==> config.mk <==
export PLATFORM = sky130hd
export DESIGN_NAME = lc3_retire_monitor
export DESIGN_NICKNAME = d
export VERILOG_FILES = /design/src/rtl/lc3_mon_pkg.sv /design/src/rtl/lc3_mon_golden.sv /design/src/rtl/lc3_retire_monitor.sv
export SDC_FILE = /design/constraint.sdc
export NUM_CORES = 1
export LEC_CHECK = 0
export CAP_MARGIN = 30
export CORE_AREA = 2 2 189 209
export DETAILED_ROUTE_END_ITERATION = 8
export DIE_AREA = 0 0 191 211
export HOLD_SLACK_MARGIN = 0.03
export PLACE_DENSITY = 0.72
export SLEW_MARGIN = 20
export SYNTH_ARGS = -nofsm -noshare
export SYNTH_HDL_FRONTEND = slang
export SYNTH_SLANG_ARGS = --single-unit
==> constraint.sdc <==
create_clock -name clk -period 11.8 [get_ports clk]
set_input_delay 3.54 -clock clk [delete_from_list [all_inputs] [get_ports clk]]
set_output_delay 3.54 -clock clk [all_outputs]
set_load 0.01 [all_outputs]
==> src/rtl/lc3_mon_pkg.sv <==
// Purpose: shared opcodes, core state codes, error codes and monitor FSM states.
// Latency: n/a (declarations only).
// Backpressure: n/a.
package lc3_mon_pkg;

   localparam logic [3:0] OP_BR  = 4'b0000;
   localparam logic [3:0] OP_ADD = 4'b0001;
   localparam logic [3:0] OP_LD  = 4'b0010;
   localparam logic [3:0] OP_ST  = 4'b0011;
   localparam logic [3:0] OP_JSR = 4'b0100;
   localparam logic [3:0] OP_AND = 4'b0101;
   localparam logic [3:0] OP_NOT = 4'b1001;
   localparam logic [3:0] OP_JMP = 4'b1100;

   localparam logic [4:0] CORE_IDLE   = 5'b00000;
   localparam logic [4:0] CORE_FET0   = 5'b00001;
   localparam logic [4:0] CORE_DECODE = 5'b00100;

   typedef enum logic [3:0] {
      ERR_NONE       = 4'd0,
      ERR_ILLEGAL_OP = 4'd1,
      ERR_NO_WR      = 4'd2,
      ERR_EXTRA_WR   = 4'd3,
      ERR_BAD_DR     = 4'd4,
      ERR_BAD_DATA   = 4'd5,
      ERR_BAD_ADDR   = 4'd6,
      ERR_BAD_PC     = 4'd7,
      ERR_TIMEOUT    = 4'd8
   } err_code_e;

   typedef enum logic [1:0] {
      MON_IDLE     = 2'd0,
      MON_WAIT_DEC = 2'd1,
      MON_CHECK    = 2'd2,
      MON_DONE     = 2'd3
   } mon_state_e;

endpackage

==> src/rtl/lc3_mon_golden.sv <==
// Purpose: reference model producing expected write data, store address and next PC.
// Latency: purely combinational.
// Backpressure: none; inputs are the instruction context captured at decode.
module lc3_mon_golden
   import lc3_mon_pkg::*;
#(
   parameter int DATA_W = 16
) (
   input  logic [DATA_W-1:0] ir_i,
   input  logic [DATA_W-1:0] pc_i,
   input  logic [DATA_W-1:0] sr1_i,
   input  logic [DATA_W-1:0] sr2_i,
   input  logic [DATA_W-1:0] drv_i,
   input  logic              n_i,
   input  logic              z_i,
   input  logic              p_i,
   output logic [DATA_W-1:0] data_o,
   output logic [DATA_W-1:0] addr_o,
   output logic [DATA_W-1:0] pc_o
);

   logic [DATA_W-1:0] off5, off9, off11, op2;
   logic              taken;

   assign off5  = {{(DATA_W-5){ir_i[4]}}, ir_i[4:0]};
   assign off9  = {{(DATA_W-9){ir_i[8]}}, ir_i[8:0]};
   assign off11 = {{(DATA_W-11){ir_i[10]}}, ir_i[10:0]};
   assign op2   = ir_i[5] ? off5 : sr2_i;
   assign taken = (n_i & ir_i[11]) | (z_i & ir_i[10]) | (p_i & ir_i[9]);
   assign addr_o = pc_i + off9;

   // Expected data and next PC by opcode; pc is the already-incremented PC
   always_comb begin
      data_o = '0;
      pc_o   = pc_i;
      case (ir_i[15:12])
         OP_ADD: data_o = sr1_i + op2;
         OP_AND: data_o = sr1_i & op2;
         OP_NOT: data_o = ~sr1_i;
         OP_ST:  data_o = drv_i;
         OP_BR:  pc_o   = taken ? pc_i + off9 : pc_i;
         OP_JMP: pc_o   = sr1_i;
         OP_JSR: begin
            data_o = pc_i;
            pc_o   = pc_i + off11;
         end
         default: ;
      endcase
   end

endmodule

==> src/rtl/lc3_retire_monitor.sv <==
// Purpose: shadows an LC-3 core and checks each retired instruction's writes and PC.
// Latency: errors/counts appear one cycle after the retiring FET0 (or the timeout cycle).
// Backpressure: none; passive observer. LC3_MON_HALT_EN adds a sticky halt_req output.
module lc3_retire_monitor
   import lc3_mon_pkg::*;
#(
   parameter int DATA_W   = 16,
   parameter int NUM_INST = 60,
   parameter int TIMEOUT  = 8,
   parameter int ERR_W    = 8
) (
   input  logic              clk,
   input  logic              rst,
   input  logic [4:0]        state,
   input  logic [DATA_W-1:0] ir,
   input  logic [DATA_W-1:0] pc,
   input  logic              n,
   input  logic              z,
   input  logic              p,
   input  logic              reg_we,
   input  logic [2:0]        reg_dr,
   input  logic [DATA_W-1:0] reg_wdata,
   input  logic              mem_we,
   input  logic [DATA_W-1:0] mem_addr,
   input  logic [DATA_W-1:0] mem_wdata,
   output logic [15:0]       inst_count,
   output logic [ERR_W-1:0]  err_count,
   output logic              err_pulse,
   output logic [3:0]        err_code,
   output logic              done
`ifdef LC3_MON_HALT_EN
   ,
   output logic              halt_req
`endif
);

   localparam int               TMO_W   = $clog2(TIMEOUT + 1);
   localparam logic [TMO_W-1:0] TMO_LIM = TMO_W'(TIMEOUT);
   localparam logic [15:0]      NUM_LIM = 16'(NUM_INST);

   mon_state_e        st_q, st_d;
   logic [DATA_W-1:0] shadow_q [8];
   logic [DATA_W-1:0] ir_q, pc_q, sr1_q, sr2_q, drv_q;
   logic              n_q, z_q, p_q;
   logic              rw_vld_q, mw_vld_q, xw_q;
   logic [2:0]        rw_dr_q;
   logic [DATA_W-1:0] rw_dat_q, mw_addr_q, mw_dat_q;
   logic [TMO_W-1:0]  tmo_cnt_q;
   logic [15:0]       inst_cnt_q, inst_cnt_d;
   logic [ERR_W-1:0]  err_cnt_q, err_cnt_d;
   logic              err_pulse_q;
   err_code_e         err_code_q, err_code_d, prio_code;
   logic              enter_chk, retire, tmo, err_fire;
   logic [DATA_W-1:0] exp_data, exp_addr, exp_pc;
   logic              need_rw, need_mw, chk_data, chk_pc, illegal;
   logic [2:0]        exp_dr;
   logic [7:0]        fail;

   lc3_mon_golden #(.DATA_W(DATA_W)) u_golden (
      .ir_i   (ir_q),
      .pc_i   (pc_q),
      .sr1_i  (sr1_q),
      .sr2_i  (sr2_q),
      .drv_i  (drv_q),
      .n_i    (n_q),
      .z_i    (z_q),
      .p_i    (p_q),
      .data_o (exp_data),
      .addr_o (exp_addr),
      .pc_o   (exp_pc)
   );

   // Monitor FSM next state; retire has priority over timeout in the same cycle
   always_comb begin
      st_d      = st_q;
      enter_chk = 1'b0;
      retire    = 1'b0;
      tmo       = 1'b0;
      case (st_q)
         MON_IDLE:     if (state == CORE_FET0) st_d = MON_WAIT_DEC;
         MON_WAIT_DEC: if (state == CORE_DECODE) begin
            st_d      = MON_CHECK;
            enter_chk = 1'b1;
         end
         MON_CHECK: begin
            if (state == CORE_FET0) begin
               retire = 1'b1;
               st_d   = (inst_cnt_d == NUM_LIM) ? MON_DONE : MON_WAIT_DEC;
            end else if (tmo_cnt_q == TMO_LIM) begin
               tmo  = 1'b1;
               st_d = MON_WAIT_DEC;
            end
         end
         default: st_d = MON_DONE;
      endcase
   end

   // Per-opcode expectations and the lowest-numbered failing error code
   always_comb begin
      need_rw  = 1'b0;
      need_mw  = 1'b0;
      chk_data = 1'b0;
      chk_pc   = 1'b0;
      illegal  = 1'b0;
      exp_dr   = ir_q[11:9];
      case (ir_q[15:12])
         OP_ADD, OP_AND, OP_NOT: begin
            need_rw  = 1'b1;
            chk_data = 1'b1;
         end
         OP_LD:          need_rw = 1'b1;
         OP_ST:          need_mw = 1'b1;
         OP_BR, OP_JMP:  chk_pc  = 1'b1;
         OP_JSR: begin
            need_rw  = 1'b1;
            chk_data = 1'b1;
            chk_pc   = 1'b1;
            exp_dr   = 3'd7;
         end
         default:        illegal = 1'b1;
      endcase
      fail               = '0;
      fail[ERR_ILLEGAL_OP] = illegal;
      fail[ERR_NO_WR]    = (need_rw && !rw_vld_q) || (need_mw && !mw_vld_q);
      fail[ERR_EXTRA_WR] = xw_q;
      fail[ERR_BAD_DR]   = need_rw && rw_vld_q && (rw_dr_q != exp_dr);
      fail[ERR_BAD_DATA] = (chk_data && rw_vld_q && (rw_dat_q != exp_data)) ||
                           (need_mw && mw_vld_q && (mw_dat_q != exp_data));
      fail[ERR_BAD_ADDR] = need_mw && mw_vld_q && (mw_addr_q != exp_addr);
      fail[ERR_BAD_PC]   = chk_pc && (pc != exp_pc);
      prio_code = ERR_NONE;
      for (int i = 7; i >= 1; i--) begin
         if (fail[i]) prio_code = err_code_e'(4'(i));
      end
      err_fire   = (retire && (fail != '0)) || tmo;
      err_code_d = tmo ? ERR_TIMEOUT : prio_code;
      inst_cnt_d = inst_cnt_q + 16'(retire);
      err_cnt_d  = (err_fire && (err_cnt_q != '1)) ? err_cnt_q + ERR_W'(1) : err_cnt_q;
   end

   // FSM state register
   always_ff @(posedge clk or posedge rst) begin
      if (rst) st_q <= MON_IDLE;
      else     st_q <= st_d;
   end

   // Shadow register file follows every core register write
   always_ff @(posedge clk or posedge rst) begin
      if (rst) begin
         for (int i = 0; i < 8; i++) shadow_q[i] <= '0;
      end else if (reg_we) begin
         shadow_q[reg_dr] <= reg_wdata;
      end
   end

   // Capture context at decode; log first reg/mem write and flag repeats during CHECK
   always_ff @(posedge clk or posedge rst) begin
      if (rst) begin
         ir_q      <= '0;
         pc_q      <= '0;
         sr1_q     <= '0;
         sr2_q     <= '0;
         drv_q     <= '0;
         n_q       <= 1'b0;
         z_q       <= 1'b0;
         p_q       <= 1'b0;
         rw_vld_q  <= 1'b0;
         mw_vld_q  <= 1'b0;
         xw_q      <= 1'b0;
         rw_dr_q   <= '0;
         rw_dat_q  <= '0;
         mw_addr_q <= '0;
         mw_dat_q  <= '0;
         tmo_cnt_q <= '0;
      end else if (enter_chk) begin
         ir_q      <= ir;
         pc_q      <= pc;
         sr1_q     <= shadow_q[ir[8:6]];
         sr2_q     <= shadow_q[ir[2:0]];
         drv_q     <= shadow_q[ir[11:9]];
         n_q       <= n;
         z_q       <= z;
         p_q       <= p;
         rw_vld_q  <= 1'b0;
         mw_vld_q  <= 1'b0;
         xw_q      <= 1'b0;
         tmo_cnt_q <= '0;
      end else if (st_q == MON_CHECK && !retire && !tmo) begin
         tmo_cnt_q <= tmo_cnt_q + TMO_W'(1);
         if (reg_we) begin
            if (rw_vld_q) xw_q <= 1'b1;
            else begin
               rw_vld_q <= 1'b1;
               rw_dr_q  <= reg_dr;
               rw_dat_q <= reg_wdata;
            end
         end
         if (mem_we) begin
            if (mw_vld_q) xw_q <= 1'b1;
            else begin
               mw_vld_q  <= 1'b1;
               mw_addr_q <= mem_addr;
               mw_dat_q  <= mem_wdata;
            end
         end
      end
   end

   // Retire count, saturating error count, one-cycle error strobe, last error code
   always_ff @(posedge clk or posedge rst) begin
      if (rst) begin
         inst_cnt_q  <= '0;
         err_cnt_q   <= '0;
         err_pulse_q <= 1'b0;
         err_code_q  <= ERR_NONE;
      end else begin
         inst_cnt_q  <= inst_cnt_d;
         err_cnt_q   <= err_cnt_d;
         err_pulse_q <= err_fire;
         if (err_fire) err_code_q <= err_code_d;
      end
   end

   assign inst_count = inst_cnt_q;
   assign err_count  = err_cnt_q;
   assign err_pulse  = err_pulse_q;
   assign err_code   = err_code_q;
   assign done       = (st_q == MON_DONE);

`ifdef LC3_MON_HALT_EN
   logic halt_q;

   // Halt request latches on the first detected error until reset
   always_ff @(posedge clk or posedge rst) begin
      if (rst)           halt_q <= 1'b0;
      else if (err_fire) halt_q <= 1'b1;
   end

   assign halt_req = halt_q;
`else
   // Without the halt option the monitor only reports; it never stops the core.
`endif

endmodule

==> Yosys cells after proc, flatten, opt, wreduce, memory -nomap -nowiden <==
Index checks and enable logic that the tools add are counted.
{ "word_totals": {"in_bits": 95, "regBits": 300, "word_cells": 171, "output_inout_bits": 30} }
{ "op_classes": {"n_bitwise": 14, "n_lt_le_gt_ge": 5, "n_eq_ne": 23, "add_sub_neg": 6, "n_reduce_logical": 37, "mux": 57} }
{ "op_table": {"columns": ["operator", "count"], "rows": [
  ["16-bit binary-select mux with 3-bit select", 3],
  ["16-bit 2-to-1 mux", 9],
  ["128-bit bitwise mux", 1],
  ["16-bit case mux with 5 select lines", 1],
  ["16-bit inequality test", 4],
  ["16-bit adder", 3],
  ["16-bit demux with 3-bit select", 1],
  ["16-bit case mux with 3 select lines", 1],
  ["4-bit 2-to-1 mux", 9],
  ["1-bit 2-to-1 mux", 24],
  ["16-bit by 1-bit adder with 16-bit output", 1],
  ["16-bit AND", 1],
  ["16-bit by 6-bit == test with 1-bit output (second input constant)", 1],
  ["4-bit greater-or-equal comparator (second input constant)", 4],
  ["16-bit NOT", 1],
  ["3-bit NOT with 4-bit output", 4],
  ["1-bit logical AND", 15],
  ["4-bit == test (second input constant)", 3],
  ["2-bit 2-to-1 mux", 5],
  ["8-bit by 1-bit adder with 8-bit output (second input constant)", 1],
  ["4-bit by 2-bit == test with 1-bit output (second input constant)", 2],
  ["4-bit by 3-bit == test with 1-bit output (second input constant)", 2],
  ["8-bit inequality test (second input constant)", 1],
  ["4-bit AND reduction", 2],
  ["27 further kinds", 43]
]} }

==> Logic depth before layout (Yosys ltp) <==
{ "depth": {"word_depth": 15, "depth_mapped": 19, "mapped_depth_nobuf": 16} }

==> By module <==
A second synthesis with hierarchy kept.
{ "hier_totals": {"hier_cells": 1609, "hier_area_um2": 18142.4} }
{ "by_module_without_submodules": {"columns": ["mod", "seq_area_each_um2", "instances", "cells_per_inst", "area_each_um2"], "rows": [
  ["lc3_retire_monitor", 7507.2, 1, 1150, 15102.0],
  ["lc3_mon_golden", 0.0, 1, 459, 3040.4]
]} }

==> Worst setup path after synthesis <==
No wires, ideal clock.
{ "synth_path": {"path_kind": "input to register", "startpoint": "input port state[1]", "endpoint": "register st_q[1]", "path_slack_ns": 5.691, "t_required_ns": 11.735, "stages": 13, "setup_ns": 0.065, "arrival_time_ns": 6.044, "path_buffers": 0, "cell_sequence": "nor4_1 nand2_1 or2_2 inv_1 ha_1 ha_1 nand3_1 xnor2_1 or4_1 nor4_1 nand2_1 nor4_1 or3_1"} }
{ "synth_between": {"elab_chain_cells": 8, "elab_cells_between_ends": 13, "cone_classes": "add/sub (1); eq/ne (6); mux (5); reduce/logical (1)"} }
{ "synth_rtl": {"columns": ["item", "line_no", "source"], "rows": [
  ["start, declared", "lc3_retire_monitor.sv:14", "input logic [4:0] state,"],
  ["5-bit by 1-bit == test with 1-bit output", "lc3_retire_monitor.sv:86", "if (state == CORE_FET0) begin"],
  ["1-bit 2-to-1 mux", "lc3_retire_monitor.sv:86", null],
  ["1-bit 2-to-1 mux", "lc3_retire_monitor.sv:79", "case (st_q)"],
  ["16-bit by 1-bit adder with 16-bit output", "lc3_retire_monitor.sv:137", "inst_cnt_d = inst_cnt_q + 16'(retire);"],
  ["named net inst_cnt_d[6]", "lc3_retire_monitor.sv:49", "logic [15:0] inst_cnt_q, inst_cnt_d;"],
  ["16-bit by 6-bit == test with 1-bit output", "lc3_retire_monitor.sv:88", "st_d = (inst_cnt_d == NUM_LIM) ? MON_DONE : MON_WAIT_DEC;"],
  ["2-bit 2-to-1 mux", "lc3_retire_monitor.sv:88", null],
  ["2-bit 2-to-1 mux", "lc3_retire_monitor.sv:86", null],
  ["2-bit case mux with 3 select lines", "lc3_retire_monitor.sv:79", null],
  ["end signal, assigned", "lc3_retire_monitor.sv:144", "else st_q <= st_d;"],
  ["end, declared", "lc3_retire_monitor.sv:41", "mon_state_e st_q, st_d;"]
]} }
The timed path passes the listed nets, and every way through them passes these cells.
A chain may end at the register's enable or synchronous reset.

==> Final worst setup path <==
Ends and elaborated chain as after synthesis.

==> results.md <==
* Clock skew at 0.0220 ns
* Crit Path Class: input port to flop
* Via count at between 10,000 and 15,000
* Final period utilization at 54.2%
* Fmax at approximately 160 MHz
* Die footprint at 40,300 um2
* CTS root buffer: clkbuf_16
* # fillers at 3,172
* Sequential power share at about two fifths
* WP data arrival at 6.86 ns
* # rows at 75
* First-pass GRT wire length at 85,600 um
* Post-layout min period at 6.40 ns
* TritonCTS Buffers at 35
* Drt wl/cell at 23.8 um
* RSZ-0062 raised after global routing: false
* Hpwl dp at 39,000 um
* Final nets at 1,931
* Mapped Nets at 1,839
* Clock buffer depth at 3
* Antenna violation net count after detailed routing at 0
* Synthesized cell area at 18,900 um2
* Max Cap Viol at 0
* Clock transition at path regs at 0.06 ns
* Chip height at 211 um
* Total grt overflow at 0
* Xor-xnor portion of the synthesized cell area at 3.29%
* Routability Congestion at 0.946
* Simple-gate area share of the yosys netlist at 11.0%
* Count of pins over their slew limit at 0
* Initial Util at 49.7%
* CP endpoint kind: flop
* Synthesized flop and latch total at 300
* Layout cells sized above 1 at 23.6%
* Combinational power share at 36.6%
* Asr flop ratio synth at 100%
* Vias in the first global route at 14,900
* Worst VDD drop at 0.117 mV
* Post-Synth Adder-Cell Area at approximately 3%
* 1st-iter DRT viols at 1,291
* CTS tree: done
* Average cell area after synthesis at 11.1 um2
* Hold_buf cts at 0
* Final Hold Viols at 0
* HP Class: flop to flop
* CP startpoint kind: input port
* Core area at 38,000 um2
* Measured slew at the worst slew-check pin at 0.998 ns
* Largest family of logic cells by synthesized area: multiplexers
* Sequential area share after synthesis at 39.7%
* Post-synth EDFFs at 0
* Final wirelength at approximately 55,000 um
* Int Pwr at roughly 2.7 mW
* Avg Vias per Cell at between 6 and 7
* Status: completed
* Number of synthesis warnings at 0
* Largest net degree at the start of global routing at 182
* Worst-path fanout max at 5
* Total setup buffers inserted after CTS at 0
* TNS Setup at 0 ns
* Initial antenna violation count at 0
* Setup-failing EPs final at 0
* Worst skew pair latency at 0.54 ns
* Switch share at 37.2%
* H-tree levels at 2
* Die Wd at 191 um
* Post-synthesis cell count at 1,700
* Data required, critical path at 12.26 ns
* PD cells at 199 nW/um2
* Pleak at 9.37 nW
* Area delta synth->final at 15.9%
* Slew margin rel. at 33.2%
* Yosys cell types at 83
* PortBufs at roughly 120
* Psw at 1.62 mW
* Post-synthesis mux area share at ~28%
* GRT Total Usage at 27.6%
* Synth Flop Type: dfrtp_1
* # diodes at 0
* Final Non-Filler Cells at approximately 2,300
* Io pins at about 130
* Clock sink count at 300
* Compound-Gate Fraction of Synth Area at between 10 and 15%
* Post-cts resize count at 0
* Clock network fraction of design power at 25.1%
* DRT Pass-1 Iters at 6
* Residual DRC at 0
* Final Power at 4.35 mW
* Inst Count DP at around 2,300
[per-layer routing]
layer | global-route usage [%] | vias to the layer above | part of all wire (%)
met5 | 0 | - | 0
met4 | 11.9 | 0 | 4.2
met3 | 4.05 | 125 | 6.6
met2 | 46.0 | 572 | 48
met1 | 36.1 | 7369 | 41
li1 | - | 6629 | -
[power groups by stage]
stage                     clock network [mW]  logic (mW)  registers, mW
after floorplan                            0        1.22           1.51
after global placement                     0        1.54           1.64
after detailed placement                   0        1.57           1.66
after CTS                               1.11        1.58           1.65
after global routing                    1.15        1.74           1.70
final                                   1.09        1.59           1.66
[flip-flops by register name, indices dropped and copies added (netlist names), 2 cells and up]
signal / cells
sr1_q: 16
mw_addr_q: 16
pc_q: 16
err_count: 8
st_q: 2
err_code: 4
sr2_q: 16
rw_dat_q: 16
inst_count: 16
shadow_q: 128
drv_q: 16
mw_dat_q: 16
tmo_cnt_q: 4
ir_q: 16
rw_dr_q: 3
[worst paths after layout]
path / slack (ns) / startpoint / cells past startpoint / to
max: 5.40 / state[1] / 14 / st_q[1]$_DFFE_PP0P_
min: 0.49 / err_count[4]$_DFFE_PP0P_ / 1 / err_count[4]$_DFFE_PP0P_
max reg2reg: 5.75 / ir_q[5]$_DFFE_PP0P_ / 16 / err_count[1]$_DFFE_PP0P_
min reg2reg: 0.49 / err_count[4]$_DFFE_PP0P_ / 1 / err_count[4]$_DFFE_PP0P_
max in group asynchronous: 6.78 / rst / 4 / sr2_q[3]$_DFFE_PP0P_
min in group asynchronous: 3.60 / rst / 3 / shadow_q[45]$_DFFE_PP0P_
[layout by cell type, fill, tap and decap left out, types with 43 or more instances in the layout]
cell	count
a21oi_1	120
mux2_2	214
o21ai_0	63
clkdlybuf4s50_1	121
nand2_1	82
nor2_1	117
mux4_2	96
dfrtp_1	300
mux2i_1	67
inv_1	43
[logic make-up (layout without fill, tap and decap cells)]
family	Yosys count	in the layout
xor+xnor	71	71
buf+inv	149	265
flops	300	300
compound gates	351	351
mux	382	382
simple gates	403	403
fa+ha+maj	44	44
[per-stage QoR]
step	hold slack [ns]	worst slack, ns	utilization, %	area (um2)
2_1_floorplan	0.468	4.27	-	18900
3_3_place_gp	0.485	4.88	54.4	20700
3_5_place_dp	0.490	4.84	54.5	20700
4_1_cts	0.502	5.38	57.5	21800
5_1_grt	0.515	5.11	57.6	21900
6_report	0.491	5.40	57.6	21900
[synthesized netlist by cell type, drive strengths merged (6+ instances only)]
cell | n | share of area, %
o21ai | 72 | 1.9
a211oi | 14 | 0.56
dfrtp | 300 | 40
and2 | 6 | 0.20
o31ai | 8 | 0.32
nor2b | 9 | 0.30
mux2i | 67 | 3.5
o22ai | 9 | 0.30
nand3b | 8 | 0.32
nand2 | 82 | 1.6
mux4 | 96 | 11
xor2 | 37 | 1.7
mux2 | 219 | 13
a22o | 6 | 0.28
nand3 | 26 | 0.69
inv | 45 | 0.89
xnor2 | 34 | 1.6
nor2 | 118 | 2.3
or2 | 8 | 0.26
ha | 42 | 2.8
nor3 | 24 | 0.64
a21oi | 122 | 3.3
a22oi | 6 | 0.24
a211o | 7 | 0.32
and3 | 15 | 0.50
a31oi | 12 | 0.40
nand2b | 14 | 0.46
nor4 | 12 | 0.40
o211ai | 11 | 0.44
nand4 | 19 | 0.63
or3 | 17 | 0.56
o21a | 9 | 0.36
clkbuf | 78 | 1.5
nor3b | 17 | 0.68
buf | 25 | 0.52
a21o | 7 | 0.28
[layout make-up]
| cell class | count | area (um2) | area share [%] |
|---|---|---|---|
| well taps | 500 | 626 | 2.86 |
| multi-input cells | 1251 | 10900 | 49.8 |
| repair buffers | 158 | 1540 | 7.03 |
| inverters | 46 | 176 | 0.805 |
| clock inverters | 17 | 186 | 0.851 |
| flip-flops and latches | 300 | 7510 | 34.3 |
| clock buffers | 44 | 960 | 4.38 |
[worst max-delay path, cell delays in order]
cell and delay, ns:
clkdlybuf4s50_1 0.42, nor4_1 0.46, nand2_1 0.09, or2_2 0.35
inv_1 0.13, ha_1 0.24, ha_1 0.26, nand3_1 0.12
xnor2_1 0.15, or4_1 0.51, nor4_1 0.23, nand2_1 0.09
nor4_1 0.15, or3_1 0.13
Note: power is estimated with default switching activity, not from simulation.
